<file path="src/rtl/spi_tx_master.sv">
// spi_tx_master: SPI transmit master with mode 0/2 timing and a Start/Busy/Done handshake.
// Defining SPI_TX_MASTER_MISO_EN adds MISO capture into RxData.
module spi_tx_master #(
    parameter int BITS = 32,
    parameter int DIV = 2,
    parameter int CPOL = 0,
    parameter int LSB_FIRST = 0
) (
    input  logic Clock,
    input  logic Reset,
    input  logic Start,
    input  logic [BITS-1:0] Data,
`ifdef SPI_TX_MASTER_MISO_EN
    input  logic MISO,
    output logic [BITS-1:0] RxData,
`endif
    output logic Busy,
    output logic Done,
    output logic SS,
    output logic SCLK,
    output logic MOSI
);
    typedef enum logic [1:0] {IDLE, SETUP, SHIFT, HOLD} state_t;
    localparam int DW = DIV > 1 ? $clog2(DIV) : 1;
    localparam int BW = $clog2(BITS);
    localparam logic idle_lvl = (CPOL != 0);

    state_t state, state_n;
    logic [DW-1:0] dcnt, dcnt_n;
    logic [BW-1:0] bcnt, bcnt_n;
    logic [BITS-1:0] sr, sr_n;
    logic ph, ph_n, sclk_n, mosi_n, ss_n, busy_n, done_n, div_end, last_bit;

    assign div_end = dcnt == DW'(DIV - 1);
    assign last_bit = bcnt == BW'(BITS - 1);

    // ph=0 is the active SCLK half of a bit, ph=1 the idle half; MOSI moves on the ph 0->1 edge
    always_comb begin
        state_n = state;
        dcnt_n = div_end ? '0 : dcnt + 1'b1;
        bcnt_n = bcnt;
        ph_n = ph;
        sr_n = sr;
        sclk_n = SCLK;
        mosi_n = MOSI;
        ss_n = SS;
        busy_n = Busy;
        done_n = 1'b0;
        case (state)
            IDLE: begin
                dcnt_n = '0;
                if (Start) begin
                    state_n = SETUP;
                    bcnt_n = '0;
                    ph_n = 1'b0;
                    sr_n = Data;
                    mosi_n = LSB_FIRST != 0 ? Data[0] : Data[BITS-1];
                    ss_n = 1'b0;
                    busy_n = 1'b1;
                end
            end
            SETUP: if (div_end) begin
                state_n = SHIFT;
                sclk_n = ~idle_lvl;
            end
            SHIFT: if (div_end) begin
                ph_n = ~ph;
                sclk_n = ph && !last_bit ? ~idle_lvl : idle_lvl;
                if (!ph && !last_bit) begin
                    sr_n = LSB_FIRST != 0 ? sr >> 1 : sr << 1;
                    mosi_n = LSB_FIRST != 0 ? sr[1] : sr[BITS-2];
                end
                if (ph && last_bit) state_n = HOLD;
                if (ph && !last_bit) bcnt_n = bcnt + 1'b1;
            end
            HOLD: if (div_end) begin
                state_n = IDLE;
                ss_n = 1'b1;
                busy_n = 1'b0;
                done_n = 1'b1;
            end
            default: state_n = IDLE;
        endcase
    end

    always_ff @(posedge Clock)
        if (!Reset) begin
            state <= IDLE;
            dcnt <= '0;
            bcnt <= '0;
            ph <= 1'b0;
            sr <= '0;
            SCLK <= idle_lvl;
            MOSI <= 1'b0;
            SS <= 1'b1;
            Busy <= 1'b0;
            Done <= 1'b0;
        end else begin
            state <= state_n;
            dcnt <= dcnt_n;
            bcnt <= bcnt_n;
            ph <= ph_n;
            sr <= sr_n;
            SCLK <= sclk_n;
            MOSI <= mosi_n;
            SS <= ss_n;
            Busy <= busy_n;
            Done <= done_n;
        end

`ifdef SPI_TX_MASTER_MISO_EN
    logic [BITS-1:0] rx_sr;
    logic lead;
    assign lead = div_end && (state == SETUP || (state == SHIFT && ph && !last_bit));

    always_ff @(posedge Clock)
        if (!Reset) begin
            rx_sr <= '0;
            RxData <= '0;
        end else begin
            if (lead) rx_sr <= LSB_FIRST != 0 ? {MISO, rx_sr[BITS-1:1]} : {rx_sr[BITS-2:0], MISO};
            if (done_n) RxData <= rx_sr;
        end
`endif
endmodule

</file>
<file path="config.mk">
export PLATFORM = sky130hd
export DESIGN_NAME = spi_tx_master
export DESIGN_NICKNAME = d
export VERILOG_FILES = /design/src/rtl/spi_tx_master.sv
export SDC_FILE = /design/constraint.sdc
export NUM_CORES = 1
export LEC_CHECK = 0
export CORE_AREA = 2 2 73 75
export CTS_CLUSTER_DIAMETER = 80
export DETAILED_ROUTE_END_ITERATION = 8
export DIE_AREA = 0 0 75 77
export GPL_ROUTABILITY_DRIVEN = 0
export PLACE_DENSITY_LB_ADDON = 0.3
export SLEW_MARGIN = 10
export SYNTH_ARGS = -nofsm -noshare
export SYNTH_HDL_FRONTEND = slang
export SYNTH_SLANG_ARGS = --single-unit
</file>
<file path="constraint.sdc">
create_clock -name Clock -period 1.95 [get_ports Clock]
set_input_delay 0.4875 -clock Clock [delete_from_list [all_inputs] [get_ports Clock]]
set_output_delay 0.4875 -clock Clock [all_outputs]
set_load 0.02 [all_outputs]
</file>
==> flow_summary.toml <==
[logic_synthesis]
yosysWarnings = 0
synth_flop_cell = "dfxtp_1"
synth_top_area_share = 0.411
synth_top_cells_by_area = "dfxtp_1 41%, mux2i_1 15%, o211a_1 14%, nand2_1 7.4%, ha_1 4.0%"
synth_edf_count = 0
syn_area_per_cell_um2 = 9.78
yosysSeqAreaShare = 0.411
synthesis.instances = 224
synth.net_count = 266
synth_cell_types = 33
yosys.area.top_type = "dfxtp_1"
synthArstFlopShare = 0
synth-seq-cells = 45
synthesis.area_um2 = 2190

[grt]
grt_max_degree = 47
grt_pass1_vias = 1761
antenna_found_initial = 0
grt_pass1_wl_mm = 8.15
gr-total-overflow = 0
track_usage = 0.181

[sta]
period_minus_slack_ns = 2.01
max_freq_ghz = 0.498
hold_viol = 0
finalSetupViolCount = 32
skew_ns = 0.00714
post-route-period-util = 1.03
fin_hold_ws_ns = 0.454
rsz0062_at_grt = "true"
drv_slew = 0
tightest_slew_ns = 0.336
slew_headroom = 0.775
worst_slack_ns = -0.0599

[pwr]
leakage_nw = 1.44
powerDensity_nw_per_um2 = 1470
fin_total_pwr_mw = 4.59
vdd_ir_drop_max_mv = 0.771

[worst_setup_path]
r2r_end = "sr[21]$_SDFFE_PN0P_"
reg2reg_slack_ns = -0.06
path_max_fanout = 7
arrival_ns = 2.20
reg2regPathDepth = 9
critical_path_class = "reg2reg"
setup.worst_path.end = "sr[21]$_SDFFE_PN0P_"
required_ns = 2.14
crit_start = "bcnt[0]$_SDFFE_PN0P_"
r2r_start = "bcnt[0]$_SDFFE_PN0P_"
endpoint_kind = "flop"
cp-start-kind = "flop"

[die]
start_util = 0.440
row_count = 26
die_w_um = 75
core_area_um2 = 4980
die_y_um = 77
die-area_um2 = 5780
pin_count = 40

[clock_tree]
cts.sinks = 45
clkTransAtPathRegs_ns = 0.09
cts.path.max_buffers = 2
cts_tree = "yes"
cts_made_buffers = 5
h-tree-depth = 2
worstSkewPairLatency_ns = 0.30
cts_root_buf = "clkbuf_8"

[layout]
layout-drive-gt1-share = 0.222
antenna_cells = 0
instances_no_fill = 345
final_core_util = 0.626
synthToLayoutAreaGrowth_pct = 42.3
nets = 316
final_common_cell = "dfxtp_1"
final_cell_mix = "43 x dfxtp_1, 39 x clkdlybuf4s50_1, 32 x mux2i_1"
design_area_um2 = 3120

[status]
status = "finished, violations left"
violations = "setup timing"

[drt]
wl_mm = 4.93
wl_met3_um = 226
ant_nets = 0
vias = 1835
dr.pass1.iters = 4
wl_met2_mm = 2.35
routed_via_density = 5.32
wl_met1_mm = 2.26
top_layer = "met4"
drt_iter0_markers = 226
drc = 0
wl_per_cell_um = 14.3

[placed_design]
dp.cells = 329
dpl.hpwl_mm = 2.88
placed_area_um2 = 2720
io_buffers = 39

[job]
cap_violations = 0

[worst_hold_path]
min_path_type = "reg2reg"
==> cells by family after synthesis <==
logic type / after synthesis / synth area share
DFF: 45 / 0.411
adders and majority gates: 7 / 0.0400
buffers and inverters: 22 / 0.0554
muxes: 33 / 0.151
and+or+nand+nor: 63 / 0.130
AOI/OAI and AO/OA: 54 / 0.212
==> routing by layer <==
layer / vias up / global-route usage
met4: 0 / 0.0696
met1: 867 / 0.247
met2: 48 / 0.279
met3: 9 / 0.0329
li1: 911 / -
met5: - / 0
==> cell usage after synthesis (2+ instances only) <==
cell type   n
nand2_1    43
nand4_1     3
dfxtp_1    45
nand2b_1    3
buf_6       3
mux2i_1    32
nor3_1      2
o21ai_0     7
inv_1       4
buf_2       4
and3_1      2
clkbuf_1    8
a21oi_1     6
nand3_1     4
o211ai_1    2
o211a_1    31
buf_4       3
ha_1        7
==> final cells by class <==
class / instances / area [µm²]
clock inverters: 1 / 30.0
multi-input cells: 157 / 1280
fillers: 405 / 1860
inverters: 4 / 15.0
well taps: 70 / 87.6
flip-flops and latches: 45 / 906
clock buffers: 7 / 86.3
repair buffers: 61 / 708
==> registers in the layout, summed over array words and instances, names as in the netlist <==
register and count:
Done 1, state 2, Busy 1, SCLK 1
dcnt 1, ph 1, sr 31, SS 1
bcnt 5, MOSI 1
==> worst min path at each step <==
stage	start	to	slack, ns	cells past startpoint
floorplan	bcnt[4]$_SDFFE_PN0P_	bcnt[4]$_SDFFE_PN0P_	0.44	2
global placement	SCLK$_SDFFE_PN0P_	SCLK$_SDFFE_PN0P_	0.43	2
detailed placement	SCLK$_SDFFE_PN0P_	SCLK$_SDFFE_PN0P_	0.44	2
CTS	SCLK$_SDFFE_PN0P_	SCLK$_SDFFE_PN0P_	0.45	2
global route	SCLK$_SDFFE_PN0P_	SCLK$_SDFFE_PN0P_	0.51	2
finish	SCLK$_SDFFE_PN0P_	SCLK$_SDFFE_PN0P_	0.45	2
==> power by group <==
part / leakage, nW / switching (mW) / internal, mW / total [mW]
registers: 0.372 / 0.188 / 1.25 / 1.44
clock network: 0.0585 / 0.312 / 0.418 / 0.730
logic: 1.01 / 1.12 / 1.30 / 2.42
==> repair_timing <==
item                       in CTS  in global routing
pin swaps                       2                  4
gates resized for setup        14                 28
hold buffers                    0                  0
hold endpoints to repair        0                  0
gates cloned                    3                  2
setup buffers                   3                  1
setup endpoints to repair      33                 34
==> per-stage QoR <==
step / setup TNS [ns] / worst slack (ns)
floorplan: 0 / 0.00832
global placement: 0 / 0.00356
detailed placement: -0.954 / -0.0521
CTS: -1.03 / -0.0492
global route: -2.84 / -0.0961
finish: -1.25 / -0.0599
==> critical path: stages, from the launching register on <==
cell and delay [ns]:
dfxtp_4 0.36, ha_4 0.15, and3_4 0.18, ha_4 0.15, or3b_4 0.38, a21oi_4 0.18
buf_12 0.16, clkbuf_16 0.15, nand2_1 0.05, o211a_1 0.12
No activity file was read; power rests on OpenSTA's default activity.
